## src/rtl/pc_pkg.sv

```systemverilog
// Shared fetch/control definitions: next-PC select encodings and default PC geometry.
package pc_pkg;

    typedef enum logic [1:0] {
        SEL_SEQ    = 2'b00,
        SEL_BRANCH = 2'b01,
        SEL_JUMP   = 2'b10,
        SEL_RET    = 2'b11
    } sel_t;

    localparam int PC_XLEN = 32;
    localparam int PC_STEP = 4;

endpackage

```

## src/rtl/ras_stack.sv

```systemverilog
// Circular return-address stack: push, pop or replace-top in one cycle; a push when full overwrites the oldest entry.
// Latency: top/empty/full are combinational from state; ovf/unf are registered 1-cycle pulses.
module ras_stack #(
    parameter int XLEN  = 32,
    parameter int DEPTH = 4
) (
    input  logic            clk,
    input  logic            clr_n,
    input  logic            push,
    input  logic            pop,
    input  logic [XLEN-1:0] wdata,
    output logic [XLEN-1:0] top,
    output logic            empty,
    output logic            full,
    output logic            ovf,
    output logic            unf
);

    localparam int PW = (DEPTH > 1) ? $clog2(DEPTH) : 1;
    localparam int CW = $clog2(DEPTH + 1);

    logic [XLEN-1:0] mem [DEPTH];
    logic [PW-1:0]   ptr;
    logic [PW-1:0]   top_idx;
    logic [CW-1:0]   count;

    // ptr is the next write slot; when full it lands on the oldest entry
    assign top_idx = ptr - PW'(1);
    assign empty   = (count == '0);
    assign full    = (count == CW'(DEPTH));
    assign top     = empty ? '0 : mem[top_idx];

    always_ff @(posedge clk or negedge clr_n) begin
        if (!clr_n) begin
            for (int i = 0; i < DEPTH; i++) mem[i] <= '0;
            ptr   <= '0;
            count <= '0;
            ovf   <= 1'b0;
            unf   <= 1'b0;
        end else begin
            ovf <= 1'b0;
            unf <= 1'b0;
            if (push && pop && !empty) begin
                mem[top_idx] <= wdata;
            end else if (push) begin
                mem[ptr] <= wdata;
                ptr      <= ptr + PW'(1);
                if (full) ovf <= 1'b1;
                else      count <= count + CW'(1);
                unf <= pop;
            end else if (pop) begin
                if (empty) begin
                    unf <= 1'b1;
                end else begin
                    ptr   <= ptr - PW'(1);
                    count <= count - CW'(1);
                end
            end
        end
    end

endmodule

```

## src/rtl/pc_ras_unit.sv

```systemverilog
// Fetch program counter with seq/branch/jump/return selection, forced alignment and a call/return stack.
// Latency: pc_out updates one clock after an ena=1 edge; pc_plus and ras_top are combinational.
module pc_ras_unit
    import pc_pkg::*;
#(
    parameter int              XLEN      = PC_XLEN,
    parameter int              STEP      = PC_STEP,
    parameter logic [XLEN-1:0] RESET_VEC = '0,
    parameter int              DEPTH     = 4,
    parameter int              ALIGN     = 2
) (
    input  logic            clk,
    input  logic            clr_n,
    input  logic            ena,
    input  logic [1:0]      sel,
    input  logic [XLEN-1:0] offset,
    input  logic [XLEN-1:0] target,
    input  logic            call,
    output logic [XLEN-1:0] pc_out,
    output logic [XLEN-1:0] pc_plus,
    output logic [XLEN-1:0] ras_top,
    output logic            ras_empty,
    output logic            ras_full,
    output logic            misalign,
    output logic            ras_ovf,
    output logic            ras_unf
);

    localparam logic [XLEN-1:0] ALIGN_MASK = ~({XLEN{1'b1}} << ALIGN);

    sel_t            sel_e;
    logic            push;
    logic            pop;
    logic [XLEN-1:0] raw_next;

    assign sel_e   = sel_t'(sel);
    assign push    = ena & call;
    assign pop     = ena & (sel_e == SEL_RET);
    assign pc_plus = pc_out + XLEN'(STEP);

    always_comb begin
        raw_next = pc_plus;
        case (sel_e)
            SEL_SEQ:    raw_next = pc_plus;
            SEL_BRANCH: raw_next = pc_out + offset;
            SEL_JUMP:   raw_next = target;
            SEL_RET:    raw_next = ras_empty ? pc_plus : ras_top;
            default:    raw_next = pc_plus;
        endcase
    end

    always_ff @(posedge clk or negedge clr_n) begin
        if (!clr_n) begin
            pc_out   <= RESET_VEC;
            misalign <= 1'b0;
        end else begin
            misalign <= 1'b0;
            if (ena) begin
                pc_out   <= raw_next & ~ALIGN_MASK;
                misalign <= |(raw_next & ALIGN_MASK);
            end
        end
    end

    // Return address is the unaligned pc_out+STEP; it stays aligned as long as pc_out is
    ras_stack #(
        .XLEN  (XLEN),
        .DEPTH (DEPTH)
    ) u_ras (
        .clk   (clk),
        .clr_n (clr_n),
        .push  (push),
        .pop   (pop),
        .wdata (pc_plus),
        .top   (ras_top),
        .empty (ras_empty),
        .full  (ras_full),
        .ovf   (ras_ovf),
        .unf   (ras_unf)
    );

endmodule

```

## config.mk

```make
export PLATFORM = sky130hd
export DESIGN_NAME = pc_ras_unit
export DESIGN_NICKNAME = d
export VERILOG_FILES = /design/src/rtl/pc_pkg.sv /design/src/rtl/ras_stack.sv /design/src/rtl/pc_ras_unit.sv
export SDC_FILE = /design/constraint.sdc
export NUM_CORES = 1
export LEC_CHECK = 0
export ABC_AREA = 0
export BUFFER_PORTS_ARGS = -buffer_cell sky130_fd_sc_hd__clkbuf_2
export CORE_MARGIN = 2
export CORE_UTILIZATION = 62
export CTS_CLUSTER_SIZE = 10
export DETAILED_ROUTE_END_ITERATION = 10
export PLACE_DENSITY = 0.88
export SETUP_SLACK_MARGIN = 0.4
export SYNTH_ARGS = -nofsm -noshare
export SYNTH_HDL_FRONTEND = slang
export SYNTH_SLANG_ARGS = --single-unit
```

## constraint.sdc

```tcl
create_clock -name clk -period 9.8 [get_ports clk]
set_clock_uncertainty 0.2 [all_clocks]
set_input_delay 1.47 -clock clk [delete_from_list [all_inputs] [get_ports clk]]
set_output_delay 1.47 -clock clk [all_outputs]
set_load 0.05 [all_outputs]
```

==> key figures <==
Run status
  – Status: finished, final reports clean

Synth
  – Mapped Area: 0.01021 sq mm
  – Post-synth EDFFs: 0
  – Number of synthesized register bits: 158
  – Ys Warns: 0
  – Top cell type's share of synthesized area: 38.72%
  – Main flop type after synthesis: dfrtp_1
  – Cell count after synthesis: 1,142
  – Synth top cells by count: 181 x nor2_1, 165 x a21oi_1, 158 x dfrtp_1, 68 x nand2_1, 50 x o21ai_0
  – Register area share after synthesis: 38.72%
  – Top cells by area, synth: dfrtp_1 39%, a21oi_1 8.1%, nor2_1 6.7%
  – Asr flop ratio synth: 100.0%
  – Synth area leader: dfrtp_1
  – Synthesized area per cell: 8.942 sq um
  – Count leader, synth: nor2_1
  – Post-synthesis cell type count: 73

Setup path
  – Nature of the critical path endpoint: output pin
  – Crit path arrival time: 3330 ps
  – Critical path type: flip-flop to output pin
  – Crit-path max FO: 7
  – Worst Setup Start Kind: flip-flop
  – CP required: 8130 ps

Job
  – Max-Cap Viols: 0

Placement
  – Routability Congestion: 0.9705
  – HPWL after DPL: 21,940 um
  – Port bufs: 164

Clock network
  – CTS Buf Count: 17
  – H-tree Lvls: 4
  – Clk_lat worst skew: 420 ps
  – Clock-pin transition on the worst setup and hold timing paths: 70 ps
  – Clock buffer depth: 2
  – Hold Buf Count CTS: 0
  – Root buffer cell: clkbuf_16
  – Post-CTS sizing: 0
  – Post-CTS setup buffer count: 0
  – Clk sinks: 158
  – CTS tree: built

Die
  – CORE AREA: 0.01600 sq mm
  – Io pins: 171
  – Die Y: 132.3 um
  – Die area: 0.01751 sq mm
  – Row count: 46
  – Die W: 132.3 um
  – Initial core utilization: 63.83%

Global route
  – Grt ovf: 0
  – First-pass GRT wire length: 51,820 um
  – Vias in the first global route: 9,749
  – GRT Total Usage: 37.27%
  – Pin count of the biggest net entering global routing: 84
  – Initial antenna violation count: 0

Routing
  – DRC viols: 0
  – Initial detailed-routing violation count: 1,610
  – Post-DRT Antenna Nets: 0
  – Vias per std cell: 6.639
  – Routed length per instance: 21.65 um
  – DR vias: 9,959
  – Pre-Repair DR Iteration Count: 6
  – Total routed wirelength: 32,470 um

STA
  – Hold Fails Final Rpt: 0
  – Final worst path period share: 50.97%
  – Fmax: 200.2 MHz
  – Final count of negative-setup-slack endpoints: 0
  – Slew @ Worst Pin: 1096 ps
  – RSZ-0062 raised after global routing: no
  – Max-slew violations: 0
  – Fin crit period: 4995 ps
  – Max transition margin: 26.91%
  – Total negative slack: 0 ps

Finish
  – Multi-input gate area: 0.005808 sq mm
  – Fin nets: 1,379
  – Share of cells above drive strength 1: 21.26%
  – N_diodes: 0
  – Fill cells: 1,141
  – Register Area: 0.003955 sq mm
  – Synth-to-layout area growth: 14.58%

Hold path
  – HP Class: flip-flop to flip-flop
worst paths after layout:
| path | from | to | slack (ps) | cells after the start |
|---|---|---|---|---|
| min | u_ras.mem[98]$_DFFE_PN0P_ | u_ras.mem[98]$_DFFE_PN0P_ | 310 | 1 |
| min in group asynchronous | clr_n | u_ras.mem[74]$_DFFE_PN0P_ | 840 | 1 |
| max in group asynchronous | clr_n | pc_out[26]$_DFFE_PN0P_ | 6990 | 2 |
| min reg2reg | u_ras.mem[98]$_DFFE_PN0P_ | u_ras.mem[98]$_DFFE_PN0P_ | 310 | 1 |
| max reg2reg | u_ras.count[0]$_DFFE_PN0P_ | u_ras.mem[34]$_DFFE_PN0P_ | 6230 | 8 |
| max | pc_out[3]$_DFFE_PN0P_ | pc_plus[28] | 4800 | 8 |
cells in the final DEF (no fill, tap or decap), types with 21 or more instances in the layout:
master,synthesis,routed
a21o_1,22,22
a21oi_1,165,165
and2_1,30,30
clkbuf_2,0,163
dfrtp_1,158,157
ha_1,36,36
inv_1,42,42
mux4_2,29,29
nand2_1,68,68
nor2_1,181,177
o21ai_0,50,50
xnor2_1,33,33
xor2_1,21,21
logic make-up after synthesis:
group | after synthesis | synth area share (%)
buffers and inverters | 116 | 4.889
other | 1 | 0.03672
DFF | 158 | 38.72
muxes | 54 | 9.005
adders and majority gates | 38 | 4.803
AOI/OAI and AO/OA | 352 | 20.93
and+or+nand+nor | 368 | 16.83
xor gates and xnor gates | 55 | 4.791
cell type report:
type | instances | area share, %
well taps | 216 | 2.310
inverters | 43 | 1.379
clock inverters | 13 | 1.123
repair buffers | 178 | 7.966
clock buffers | 19 | 3.785
multi-input cells | 873 | 49.64
flip-flops and latches | 158 | 33.80
critical path: stages, from the launching register on:
cell and delay [ps]:
dfrtp_1 520, ha_1 260, and4_1 320, nand4_2 260
nor3_2 470, nand4_1 230, xor2_1 500, inv_1 80
clkbuf_2 250
metal layers:
metal | vias to the layer above | global-route usage [%] | share of wire (%)
met1 | 4670 | 48.43 | 37
met3 | 165 | 9.458 | 11
met4 | 0 | 20.37 | 5.8
li1 | 4328 | - | -
met5 | - | 0 | 0
met2 | 796 | 57.57 | 46
through the flow:
step	cell area (sq um)	std cells	hold WS, ps	setup WS [ps]	util, %
6_report	11700	1500	305.7	4805	73.13
5_1_grt	11700	1500	317.6	4637	73.13
4_1_cts	11700	1500	308.4	4882	73.13
3_5_place_dp	11130	1468	293.1	5166	69.54
3_3_place_gp	11130	1468	282.1	5252	69.54
2_1_floorplan	10230	1147	256.8	4454	-
state kept, by name (all words and copies together), names as in the netlist:
| register | cells |
|---|---|
| misalign | 1 |
| pc_out | 30 |
| u_ras.count | 3 |
| u_ras.mem | 120 |
| u_ras.ovf | 1 |
| u_ras.ptr | 2 |
| u_ras.unf | 1 |
Power is not shown: default switching activity piles up to over one toggle a cycle in this logic, so the estimate is an artifact.
